[config.mk]
export PLATFORM = sky130hd
export DESIGN_NAME = l1_mem_arbiter
export DESIGN_NICKNAME = d
export VERILOG_FILES = /design/src/rtl/cache_types.sv /design/src/rtl/arb_rr2.sv /design/src/rtl/l1_mem_arbiter.sv
export SDC_FILE = /design/constraint.sdc
export NUM_CORES = 1
export LEC_CHECK = 0
export BUFFER_PORTS_ARGS = -buffer_cell sky130_fd_sc_hd__buf_2
export CORE_AREA = 2 2 392 394
export DETAILED_ROUTE_END_ITERATION = 8
export DIE_AREA = 0 0 394 396
export PLACE_DENSITY = 0.3
export SYNTH_ARGS = -nofsm -noshare
export SYNTH_HDL_FRONTEND = slang
export SYNTH_SLANG_ARGS = --single-unit
[constraint.sdc]
create_clock -name clock -period 3.1 [get_ports clock]
set_clock_uncertainty 0.15 [all_clocks]
set_input_delay 0.465 -clock clock [delete_from_list [all_inputs] [get_ports clock]]
set_output_delay 0.465 -clock clock [all_outputs]
set_load 0.005 [all_outputs]
[src/rtl/cache_types.sv]
// Types shared by the L1 cache side of the memory hierarchy.
// Arbiter state and port encodings are used by l1_mem_arbiter and arb_rr2.
package cache_types;

    typedef enum logic [1:0] {
        IDLE  = 2'd0,
        GNT_I = 2'd1,
        GNT_D = 2'd2
    } arb_state_t;

    typedef enum logic {
        PORT_I = 1'b0,
        PORT_D = 1'b1
    } arb_port_e;

    function automatic arb_state_t gnt_state(input arb_port_e port);
        return (port == PORT_D) ? GNT_D : GNT_I;
    endfunction

endpackage

[src/rtl/arb_rr2.sv]
// Two-way round-robin chooser: remembers the last port to release the
// memory and picks the other one when both request together.
module arb_rr2
    import cache_types::*;
(
    input  logic       clock,
    input  logic       reset,
    input  logic [1:0] req_i,
    input  logic       rel_i,
    input  arb_port_e  rel_port_i,
    output logic       gnt_valid_o,
    output arb_port_e  gnt_port_o
);

    arb_port_e last_gnt_q;
    arb_port_e last_gnt_d;

    always_comb begin
        last_gnt_d = rel_i ? rel_port_i : last_gnt_q;
    end

    // Reset to D so that the I-cache wins the first tie.
    always_ff @(posedge clock) begin
        // NOTE: sequential state uses non-blocking assignments only.
        if (!reset) begin
            last_gnt_q <= PORT_D;
        end else begin
            last_gnt_q <= last_gnt_d;
        end
    end

    always_comb begin
        // NOTE: every output gets a default first so no latch is inferred.
        gnt_valid_o = |req_i;
        gnt_port_o  = PORT_I;
        if (req_i == 2'b10) begin
            gnt_port_o = PORT_D;
        end else if (req_i == 2'b11) begin
            if (last_gnt_q == PORT_I) begin
                gnt_port_o = PORT_D;
            end else begin
                gnt_port_o = PORT_I;
            end
        end
    end

endmodule

[src/rtl/l1_mem_arbiter.sv]
// Shares one single-ported memory between the I-cache and D-cache; a grant
// is held for a requester's whole miss sequence (writeback then fill).
module l1_mem_arbiter
    import cache_types::*;
#(
    parameter int unsigned BLOCKS = 4,
    parameter int unsigned CNT_W  = 32
) (
    input  logic                   clock,
    input  logic                   reset,
    input  logic                   i_mem_req,
    input  logic                   i_mem_we,
    input  logic [31:0]            i_mem_addr,
    input  logic [BLOCKS*32-1:0]   i_mem_write_block,
    output logic [BLOCKS*32-1:0]   i_mem_read_block,
    output logic                   i_mem_miss,
    input  logic                   d_mem_req,
    input  logic                   d_mem_we,
    input  logic [31:0]            d_mem_addr,
    input  logic [BLOCKS*32-1:0]   d_mem_write_block,
    output logic [BLOCKS*32-1:0]   d_mem_read_block,
    output logic                   d_mem_miss,
    output logic                   mem_req,
    output logic                   mem_we,
    output logic [31:0]            mem_addr,
    output logic [BLOCKS*32-1:0]   mem_write_block,
    input  logic [BLOCKS*32-1:0]   mem_read_block,
    input  logic                   mem_miss,
    output logic [CNT_W-1:0]       i_grant_cnt,
    output logic [CNT_W-1:0]       d_grant_cnt,
    output logic [CNT_W-1:0]       i_wait_cnt,
    output logic [CNT_W-1:0]       d_wait_cnt
);

    localparam logic [CNT_W-1:0] CNT_ONE = {{(CNT_W-1){1'b0}}, 1'b1};

    arb_state_t state_q, state_d;
    logic [1:0] arb_req;
    logic       rel;
    arb_port_e  rel_port;
    logic       nxt_valid;
    arb_port_e  nxt_port;

    logic [CNT_W-1:0] i_grant_q, i_grant_d;
    logic [CNT_W-1:0] d_grant_q, d_grant_d;
    logic [CNT_W-1:0] i_wait_q, i_wait_d;
    logic [CNT_W-1:0] d_wait_q, d_wait_d;

    function automatic logic [CNT_W-1:0] sat_inc(input logic [CNT_W-1:0] v, input logic en);
        if (en && !(&v)) begin
            return v + CNT_ONE;
        end
        return v;
    endfunction

    arb_rr2 u_rr (
        .clock       (clock),
        .reset       (reset),
        .req_i       (arb_req),
        .rel_i       (rel),
        .rel_port_i  (rel_port),
        .gnt_valid_o (nxt_valid),
        .gnt_port_o  (nxt_port)
    );

    // The owner's own request is masked on release, so the chooser can only
    // hand over to the other port or fall back to IDLE.
    always_comb begin
        state_d  = state_q;
        arb_req  = 2'b00;
        rel      = 1'b0;
        rel_port = PORT_I;
        case (state_q)
            IDLE: begin
                arb_req = {d_mem_req, i_mem_req};
                if (nxt_valid) begin
                    state_d = gnt_state(nxt_port);
                end
            end
            GNT_I: begin
                if (!i_mem_req) begin
                    rel      = 1'b1;
                    rel_port = PORT_I;
                    arb_req  = {d_mem_req, 1'b0};
                    state_d  = nxt_valid ? gnt_state(nxt_port) : IDLE;
                end
            end
            GNT_D: begin
                if (!d_mem_req) begin
                    rel      = 1'b1;
                    rel_port = PORT_D;
                    arb_req  = {1'b0, i_mem_req};
                    state_d  = nxt_valid ? gnt_state(nxt_port) : IDLE;
                end
            end
            default: state_d = IDLE;
        endcase
    end

    always_comb begin
        i_grant_d = sat_inc(i_grant_q, (state_d == GNT_I) && (state_q != GNT_I));
        d_grant_d = sat_inc(d_grant_q, (state_d == GNT_D) && (state_q != GNT_D));
        i_wait_d  = sat_inc(i_wait_q, i_mem_req && (state_q != GNT_I));
        d_wait_d  = sat_inc(d_wait_q, d_mem_req && (state_q != GNT_D));
    end

    always_ff @(posedge clock) begin
        if (!reset) begin
            state_q   <= IDLE;
            i_grant_q <= '0;
            d_grant_q <= '0;
            i_wait_q  <= '0;
            d_wait_q  <= '0;
        end else begin
            state_q   <= state_d;
            i_grant_q <= i_grant_d;
            d_grant_q <= d_grant_d;
            i_wait_q  <= i_wait_d;
            d_wait_q  <= d_wait_d;
        end
    end

    // mem_req follows the owner's request so a release cycle shows mem_req=0;
    // a waiting port sees miss=1 until it is granted.
    always_comb begin
        mem_req          = 1'b0;
        mem_we           = 1'b0;
        mem_addr         = '0;
        mem_write_block  = '0;
        i_mem_miss       = i_mem_req;
        d_mem_miss       = d_mem_req;
        i_mem_read_block = '0;
        d_mem_read_block = '0;
        case (state_q)
            GNT_I: begin
                mem_req          = i_mem_req;
                mem_we           = i_mem_we;
                mem_addr         = i_mem_addr;
                mem_write_block  = i_mem_write_block;
                i_mem_miss       = mem_miss;
                i_mem_read_block = mem_read_block;
            end
            GNT_D: begin
                mem_req          = d_mem_req;
                mem_we           = d_mem_we;
                mem_addr         = d_mem_addr;
                mem_write_block  = d_mem_write_block;
                d_mem_miss       = mem_miss;
                d_mem_read_block = mem_read_block;
            end
            default: ;
        endcase
    end

    assign i_grant_cnt = i_grant_q;
    assign d_grant_cnt = d_grant_q;
    assign i_wait_cnt  = i_wait_q;
    assign d_wait_cnt  = d_wait_q;

endmodule

==> metrics.md, run 1 <==
| Metric | Value |
|---|---|
| Status | finished, final reports clean |
| Clock tree root buffer cell | clkbuf_16 |
| Area added between synthesis and finish | 82.4% |
| Largest net degree at the start of global routing | 79 |
| Max Slew Vio Count | 0 |
| R2R Path Start | state_q[0]$_SDFF_PN0_ |
| Asr flop ratio synth | 0 |
| Met1 WL | 60,800 µm |
| Slew HR | 0.211 |
| Final setup fails | 0 |
| Die area | 0.156 mm² |
| Ys Warns | 0 |
| CTS H-tree lvls | 4 |
| Port Buffer Count | 1,002 |
| Filler Cells Inserted | 17,800 |
| Register area share after synthesis | 0.240 |
| Critical path type | flip-flop to output port |
| Flops & latches, synth | 131 |
| Vias per cell | 3.67 |
| Hold Buf Count CTS | 0 |
| Worst path arrival time | 2.43 ns |
| I/O Pins | 1,003 |
| Initial Util | 0.0720 |
| Dpl cells | 4,472 |
| Worst Min Path Start | d_mem_req |
| Num CTS Buffers | 17 |
| Netlist cell types | 52 |
| Worst-Margin Slew | 1.18 ns |
| RR Endpoint | i_grant_cnt[14]$_SDFFE_PN0P_ |
| Multiplexer area fraction after synthesis | 0.0223 |
| Critical path's slowest cell | buf_2 |
| Via count | 16,700 |
| Hold/Removal Path Class | primary input to flip-flop |
| Power Density | 370 mW/mm² |
| Total track usage | 0.193 |
| VDD IR-drop max | 0.298 mV |
| Core ar. | 0.152 mm² |
| Unrepaired setup endpoints after global routing | true |
| Drt wl/cell | 34.7 µm |
| Drt total wl | 158,000 µm |
| Fmax achieved | 328 MHz |
| FP Rows | 143 |
| Hold Vio Cnt, Final | 0 |
| Cell count of the worst reg-to-reg path | 8 |
| Die width | 394 µm |
| Post-Synthesis Net Count | 1,972 |
| TritonCTS clock tree | done |
| DR WL met3 | 20,300 µm |
| Metal2 WL | 69,900 µm |
| CP startpoint kind | flip-flop |
| Post-synthesis simple-gate area fraction | 0.457 |
| Initial antenna violation count | 139 |
| Ys flop type | dfxtp_1 |
| Mean Syn Cell Area | 7.23 µm² |
| Die height | 396 µm |
| Post-synthesis xor/xnor area fraction | 0.0281 |
| Fin crit share | 0.983 |
| CTS Sinks | 131 |
| EDFF count, synth | 0 |
| Min Tclk post-route | 3.05 ns |
| Hold Path Depth | 3 |
| WHS Endpoint | u_rr.last_gnt_q$_SDFFE_PN1P_ |
| Placed cell areas | 0.0188 mm² |
| Adder-cell share of the synthesized area | 0.00918 |
| Detailed Route Iter0 Violations | 1,177 |
| Worst-path clk slew | 0.06 ns |
| Layout Nets | 2,926 |
| RePlAce Congestion | 1.11 |
| Routed Antenna Nets | 0 |
| Top sig layer | met5 |
| Share of layout cells above drive strength 1 | 0.459 |
| Area of the multi-input gates | 0.00789 mm² |
| Crit-path max FO | 39 |
| Clock latency on the worst-skew pair | 0.45 ns |
| Synth Area in Compound Gates | 0.193 |
| DRC | 0 |
| Final std cells w/o fill | 4,563 |
| FF-to-FF setup slack | 0.27 ns |
| Largest family of logic cells by synthesized area | simple AND/OR/NAND/NOR gates |
| Lkg Pwr | 8.62 nW |
| Post-Syn Instances | 1,509 |
| Cell Area, Synth | 0.0109 mm² |
| CP top delay family | buffers and inverters |
| Total grt overflow | 0 |
| Vias in the first global route | 15,500 |
| CTS Buffer Depth | 2 |
| Sequential cell area | 0.00262 mm² |
| Post-Layout Inst Area | 0.0199 mm² |
| Number of buffers and inverters on the critical path | 4 |
| Global-route wire length before repair | 192,000 µm |
| Critical Path RT | 2.48 ns |
| Max cap viols | 0 |
| Crit end category | output port |
| Detailed placement HPWL | 140,000 µm |
| Initial DRT Pass Iterations | 5 |
| CP cell instances | inv_1, ha_4, buf_12, buf_16, a22oi_1, nor2b_1, buf_2 |
| Hold slack final | 0.310 ns |
| Slowest stage delay, CP | 0.37 ns |
[metrics by stage]
stage	utilization	power, mW	TNS (ns)	setup WS, ns
5_1_grt	0.131	7.66	-0.00441	-0.00441
3_3_place_gp	0.124	4.94	0	0.162
6_report	0.131	7.37	0	0.0541
2_1_floorplan	-	2.91	0	0.377
4_1_cts	0.129	7.41	-0.260	-0.0572
3_5_place_dp	0.124	4.92	0	0.172
[cell usage in the layout (no fill, tap or decap), types with 26 or more instances in the layout]
cell type,instances
dfxtp_1,131
nor4_1,27
nand4_1,52
a21oi_1,67
buf_2,972
or3_1,44
nor2b_1,153
nand3_1,54
buf_12,26
a22oi_1,146
nor2_1,56
buf_4,46
diode_2,58
and2_1,266
o21ai_0,43
nand2_1,74
[cell families after synthesis]
family,count (synthesis)
compound gates,315
xor+xnor,35
fa+ha+maj,8
buf+inv,144
flops,131
mux,24
simple gates,852
[worst reg2reg max path, delay by kind of cell, from the launching register on]
family | cells | cell delay (ns)
buffers and inverters | 2 | 0.40
AO/OA/AOI/OAI | 3 | 0.59
adder cells (fa/ha/maj) | 1 | 0.26
flip-flops | 1 | 0.31
AND/OR/NAND/NOR | 2 | 1.07
[synthesized netlist by cell type, drive strengths merged, types with 2 or more instances]
cell type  instances  share of area
or4b               2         0.0018
nor3              16         0.0073
o211ai             2         0.0014
clkbuf           117          0.040
xor2              16          0.013
o311ai             2         0.0016
ha                 8         0.0092
or3               44          0.025
nand2             74          0.025
a21oi             67          0.031
and2             267           0.15
o21ai             44          0.020
mux2               2         0.0021
mux2i             22          0.020
inv               15         0.0052
o31ai             24          0.017
xnor2             19          0.015
a22oi            161           0.11
nor2              57          0.020
nor4              27          0.015
dfxtp            131           0.24
or2                7         0.0040
nand3             54          0.025
nor3b              2         0.0014
nand3b             2         0.0014
nor2b            164          0.094
nand2b            25          0.014
o31a               2         0.0016
nand4             52          0.030
or4               24          0.017
o21bai             2         0.0014
and3              23          0.013
buf               12         0.0046
and4              10         0.0080
[registers in the layout (all words and copies together), names as in the netlist]
name / cells
i_grant_cnt: 32
state_q: 2
u_rr.last_gnt_q: 1
d_grant_cnt: 32
d_wait_cnt: 32
i_wait_cnt: 32
[worst max-delay path by stage]
stage                          startpoint                           end  slack (ns)  depth (start not counted)
global route        state_q[1]$_SDFF_PN0_            mem_write_block[8]      -0.004                          7
floorplan           state_q[0]$_SDFF_PN0_  i_grant_cnt[25]$_SDFFE_PN0P_        0.38                         10
global placement                d_mem_req   d_grant_cnt[8]$_SDFFE_PN0P_        0.16                          8
CTS                 state_q[0]$_SDFF_PN0_           mem_write_block[96]       -0.06                          7
finish              state_q[0]$_SDFF_PN0_           mem_write_block[87]        0.05                          7
detailed placement  state_q[1]$_SDFF_PN0_           mem_write_block[68]        0.17                          7
[power breakdown]
group | switching [mW] | leakage, nW | internal, mW | total [mW]
Sequential | 0.0233 | 1.06 | 1.70 | 1.73
Combinational | 2.08 | 7.25 | 1.19 | 3.27
Clock | 0.905 | 0.312 | 1.47 | 2.38
Total | 3.00 | 8.62 | 4.36 | 7.37
[area by class of cell]
type                    count  share of cell area
well taps                2030               0.128
clock buffers              19              0.0228
clock inverters            12              0.0102
diodes                     58             0.00729
inverters                  15             0.00283
multi-input cells        1234               0.396
flip-flops and latches    131               0.132
repair buffers           1064               0.301
[layer usage]
| layer | up-vias | global-route usage |
|---|---|---|
| li1 | 7377 | - |
| met2 | 907 | 0.301 |
| met1 | 8104 | 0.217 |
| met5 | - | 0 |
| met4 | 68 | 0.0707 |
| met3 | 292 | 0.110 |
[what timing repair did]
item                                    in CTS  in global routing
hold endpoints to repair                     0                  0
cloned                                       1                  1
resized for setup                           25                 33
buffers inserted                             0                  0
pin swaps                                    0                  0
endpoints found under the setup margin      66                 69
No activity file was read; power rests on OpenSTA's default activity.
==> run 2, diff against run 1 <==
--- a/config.mk
+++ b/config.mk
@@ -6,10 +6,11 @@
 export NUM_CORES = 1
 export LEC_CHECK = 0
 export BUFFER_PORTS_ARGS = -buffer_cell sky130_fd_sc_hd__buf_2
-export CORE_AREA = 2 2 392 394
+export CORE_AREA = 2 2 388 390
 export DETAILED_ROUTE_END_ITERATION = 8
-export DIE_AREA = 0 0 394 396
+export DIE_AREA = 0 0 390 392
 export PLACE_DENSITY = 0.3
 export SYNTH_ARGS = -nofsm -noshare
 export SYNTH_HDL_FRONTEND = slang
+export SYNTH_HIERARCHICAL = 1
 export SYNTH_SLANG_ARGS = --single-unit
==> metrics.md, run 2 <==
| Metric | Value |
|---|---|
| Detailed placement HPWL | 128,000 µm |
| CP startpoint kind | flip-flop |
| Power Density | 582 mW/mm² |
| CP top delay family | buffers and inverters |
| Area added between synthesis and finish | 83.2% |
| Fin util | 0.132 |
| Crit end category | output port |
| Slew HR | 0.588 |
| Cell Area, Synth | 0.0107 mm² |
| Synth top area share | 0.245 |
| CP cell instances | inv_2, ha_4, buf_8, buf_6, a22oi_1, nor2b_1, buf_2 |
| Vias per cell | 3.61 |
| Netlist cell types | 62 |
| Fmax achieved | 332 MHz |
| Synth Area in Compound Gates | 0.176 |
| Max cap viols | 0 |
| Post-synthesis simple-gate area fraction | 0.449 |
| Core ar. | 0.149 mm² |
| Ys flop type | dfxtp_1 |
| Post-Syn Instances | 1,437 |
| Crit. Startpoint | state_q[0]$_SDFF_PN0_ |
| Commonest cells post-synth | and2_1, nor2b_1, a22oi_1 |
| Lkg Pwr | 9.01 nW |
| Die height | 392 µm |
| Post-Layout Inst Area | 0.0196 mm² |
| Final setup fails | 0 |
| Total track usage | 0.180 |
| Vias in the first global route | 14,800 |
| Hold/Removal Path Class | flip-flop to flip-flop |
| CTS Buffer Depth | 2 |
| Drt wl/cell | 32.5 µm |
| I/O Pins | 1,003 |
| FP Rows | 142 |
| Initial Util | 0.0718 |
| Worst-path clk slew | 0.07 ns |
| Post-synthesis xor/xnor area fraction | 0.0598 |
| Worst-Margin Slew | 0.618 ns |
| Most common cell in the netlist | and2_1 |
| Largest family of logic cells by synthesized area | simple AND/OR/NAND/NOR gates |
| RePlAce Congestion | 1.01 |
| Routed Antenna Nets | 0 |
| Hold Vio Cnt, Final | 0 |
| Port Buffer Count | 1,002 |
| Global-route wire length before repair | 175,000 µm |
| Fin Setup TNS | 0 ns |
| Drt total wl | 144,000 µm |
| Slowest stage delay, CP | 0.37 ns |
| Share of layout cells above drive strength 1 | 0.476 |
| Crit-path max FO | 32 |
| Layout Nets | 2,896 |
| Most frequent cells in the layout | buf_2, and2_1, nor2b_1, a22oi_1, dfxtp_1 |
| Hold slack final | 0.344 ns |
| Number of buffers and inverters on the critical path | 4 |
| Placed cell areas | 0.0185 mm² |
| Die width | 390 µm |
| CTS Sinks | 131 |
| EDFF count, synth | 0 |
| Critical path's slowest cell | dfxtp_4 |
| Largest net degree at the start of global routing | 80 |
| Num CTS Buffers | 17 |
| Worst path arrival time | 2.40 ns |
| Top post-synthesis cells by area | dfxtp_1, and2_1, a22oi_1, nor2b_1, xor2_1 |
| Die area | 0.153 mm² |
| Adder-cell share of the synthesized area | 0.00936 |
| R2R Path Start | state_q[0]$_SDFF_PN0_ |
| Asr flop ratio synth | 0 |
| Ys Warns | 6 |
| TritonCTS clock tree | done |
| Via count | 16,000 |
| Most common cell after layout, fill and taps aside | buf_2 |
| Total grt overflow | 0 |
| Leading area contributor after synthesis | dfxtp_1 |
| Min Tclk post-route | 3.01 ns |
| Register area share after synthesis | 0.245 |
| Clock tree root buffer cell | clkbuf_16 |
| Critical path type | flip-flop to output port |
| Clock latency on the worst-skew pair | 0.46 ns |
| Detailed Route Iter0 Violations | 1,297 |
| Post-Synthesis Net Count | 1,900 |
| Flops & latches, synth | 131 |
| Worst Min Path Start | u_rr/last_gnt_q$_SDFFE_PN1P_ |
| Fin crit share | 0.972 |
| DRC | 0 |
| Max Slew Vio Count | 0 |
| Multiplexer area fraction after synthesis | 0.0142 |
| Critical Path RT | 2.48 ns |
| Initial antenna violation count | 185 |
| VDD IR-drop max | 0.295 mV |
| Status | finished, final reports clean |
| CTS H-tree lvls | 4 |
| Mean Syn Cell Area | 7.44 µm² |
| Initial DRT Pass Iterations | 5 |
-- run 2: per-layer routing --
layer	up-vias	track usage	wire length [µm]
met2	849	0.250	57600
li1	7092	-	-
met5	-	0	801
met4	128	0.0474	4650
met3	299	0.111	20300
met1	7662	0.229	61200
-- run 2: timing repair --
item	CTS	global route
pin swaps	1	5
setup endpoints to repair	235	145
buffers inserted	1	1
hold endpoints to repair	0	0
cloned	4	0
gates resized for setup	25	18
hold buffers	0	0
-- run 2: cells by family (layout without fill, tap and decap cells) --
kind of cell    count (synthesis)  count (layout)
compound gates                258             258
xor+xnor                       73              73
fa+ha+maj                       8               8
buf+inv                       130            1139
flops                         131             131
mux                            15              15
other cells                     0              49
simple gates                  822             822
-- run 2: final timing paths --
path / endpoint / slack [ns] / cells past startpoint
setup / recovery: mem_write_block[8] / 0.09 / 7
hold / removal: u_rr/last_gnt_q$_SDFFE_PN1P_ / 0.34 / 2
setup reg to reg: d_grant_cnt[31]$_SDFFE_PN0P_ / 0.16 / 13
hold reg to reg: u_rr/last_gnt_q$_SDFFE_PN1P_ / 0.34 / 2
-- run 2: per-stage QoR --
stage / power, mW / setup slack, ns / cells
3_3_place_gp: 8.80 / -0.127 / 4352
2_1_floorplan: 4.63 / -0.00846 / 1437
4_1_cts: 11.5 / 0.00164 / 4389
6_report: 11.4 / 0.0856 / 4439
3_5_place_dp: 8.80 / -0.104 / 4352
5_1_grt: 11.9 / -0.00317 / 4410
-- run 2: final cells by class --
cell class	instances	area, µm²
Inverter	17	65.1
Fill cell	17600	129000
Multi-Input combinational cell	1176	7680
Clock inverter	14	166
Sequential cell	131	2630
Antenna cell	49	123
Clock buffer	18	439
Tap cell	1944	2430
Timing Repair Buffer	1090	6060
-- run 2: power breakdown --
| group | leakage, nW | switching (mW) | internal [mW] | total (mW) |
|---|---|---|---|---|
| clock network | 0.294 | 0.966 | 1.23 | 2.20 |
| logic | 7.66 | 4.56 | 2.85 | 7.41 |
| registers | 1.06 | 0.0547 | 1.73 | 1.79 |
-- run 2: tightest hold or removal path, stage by stage (launching register included) --
cell	delay, ns
dfxtp_1	0.34
mux2i_1	0.07
nand2_1	0.06
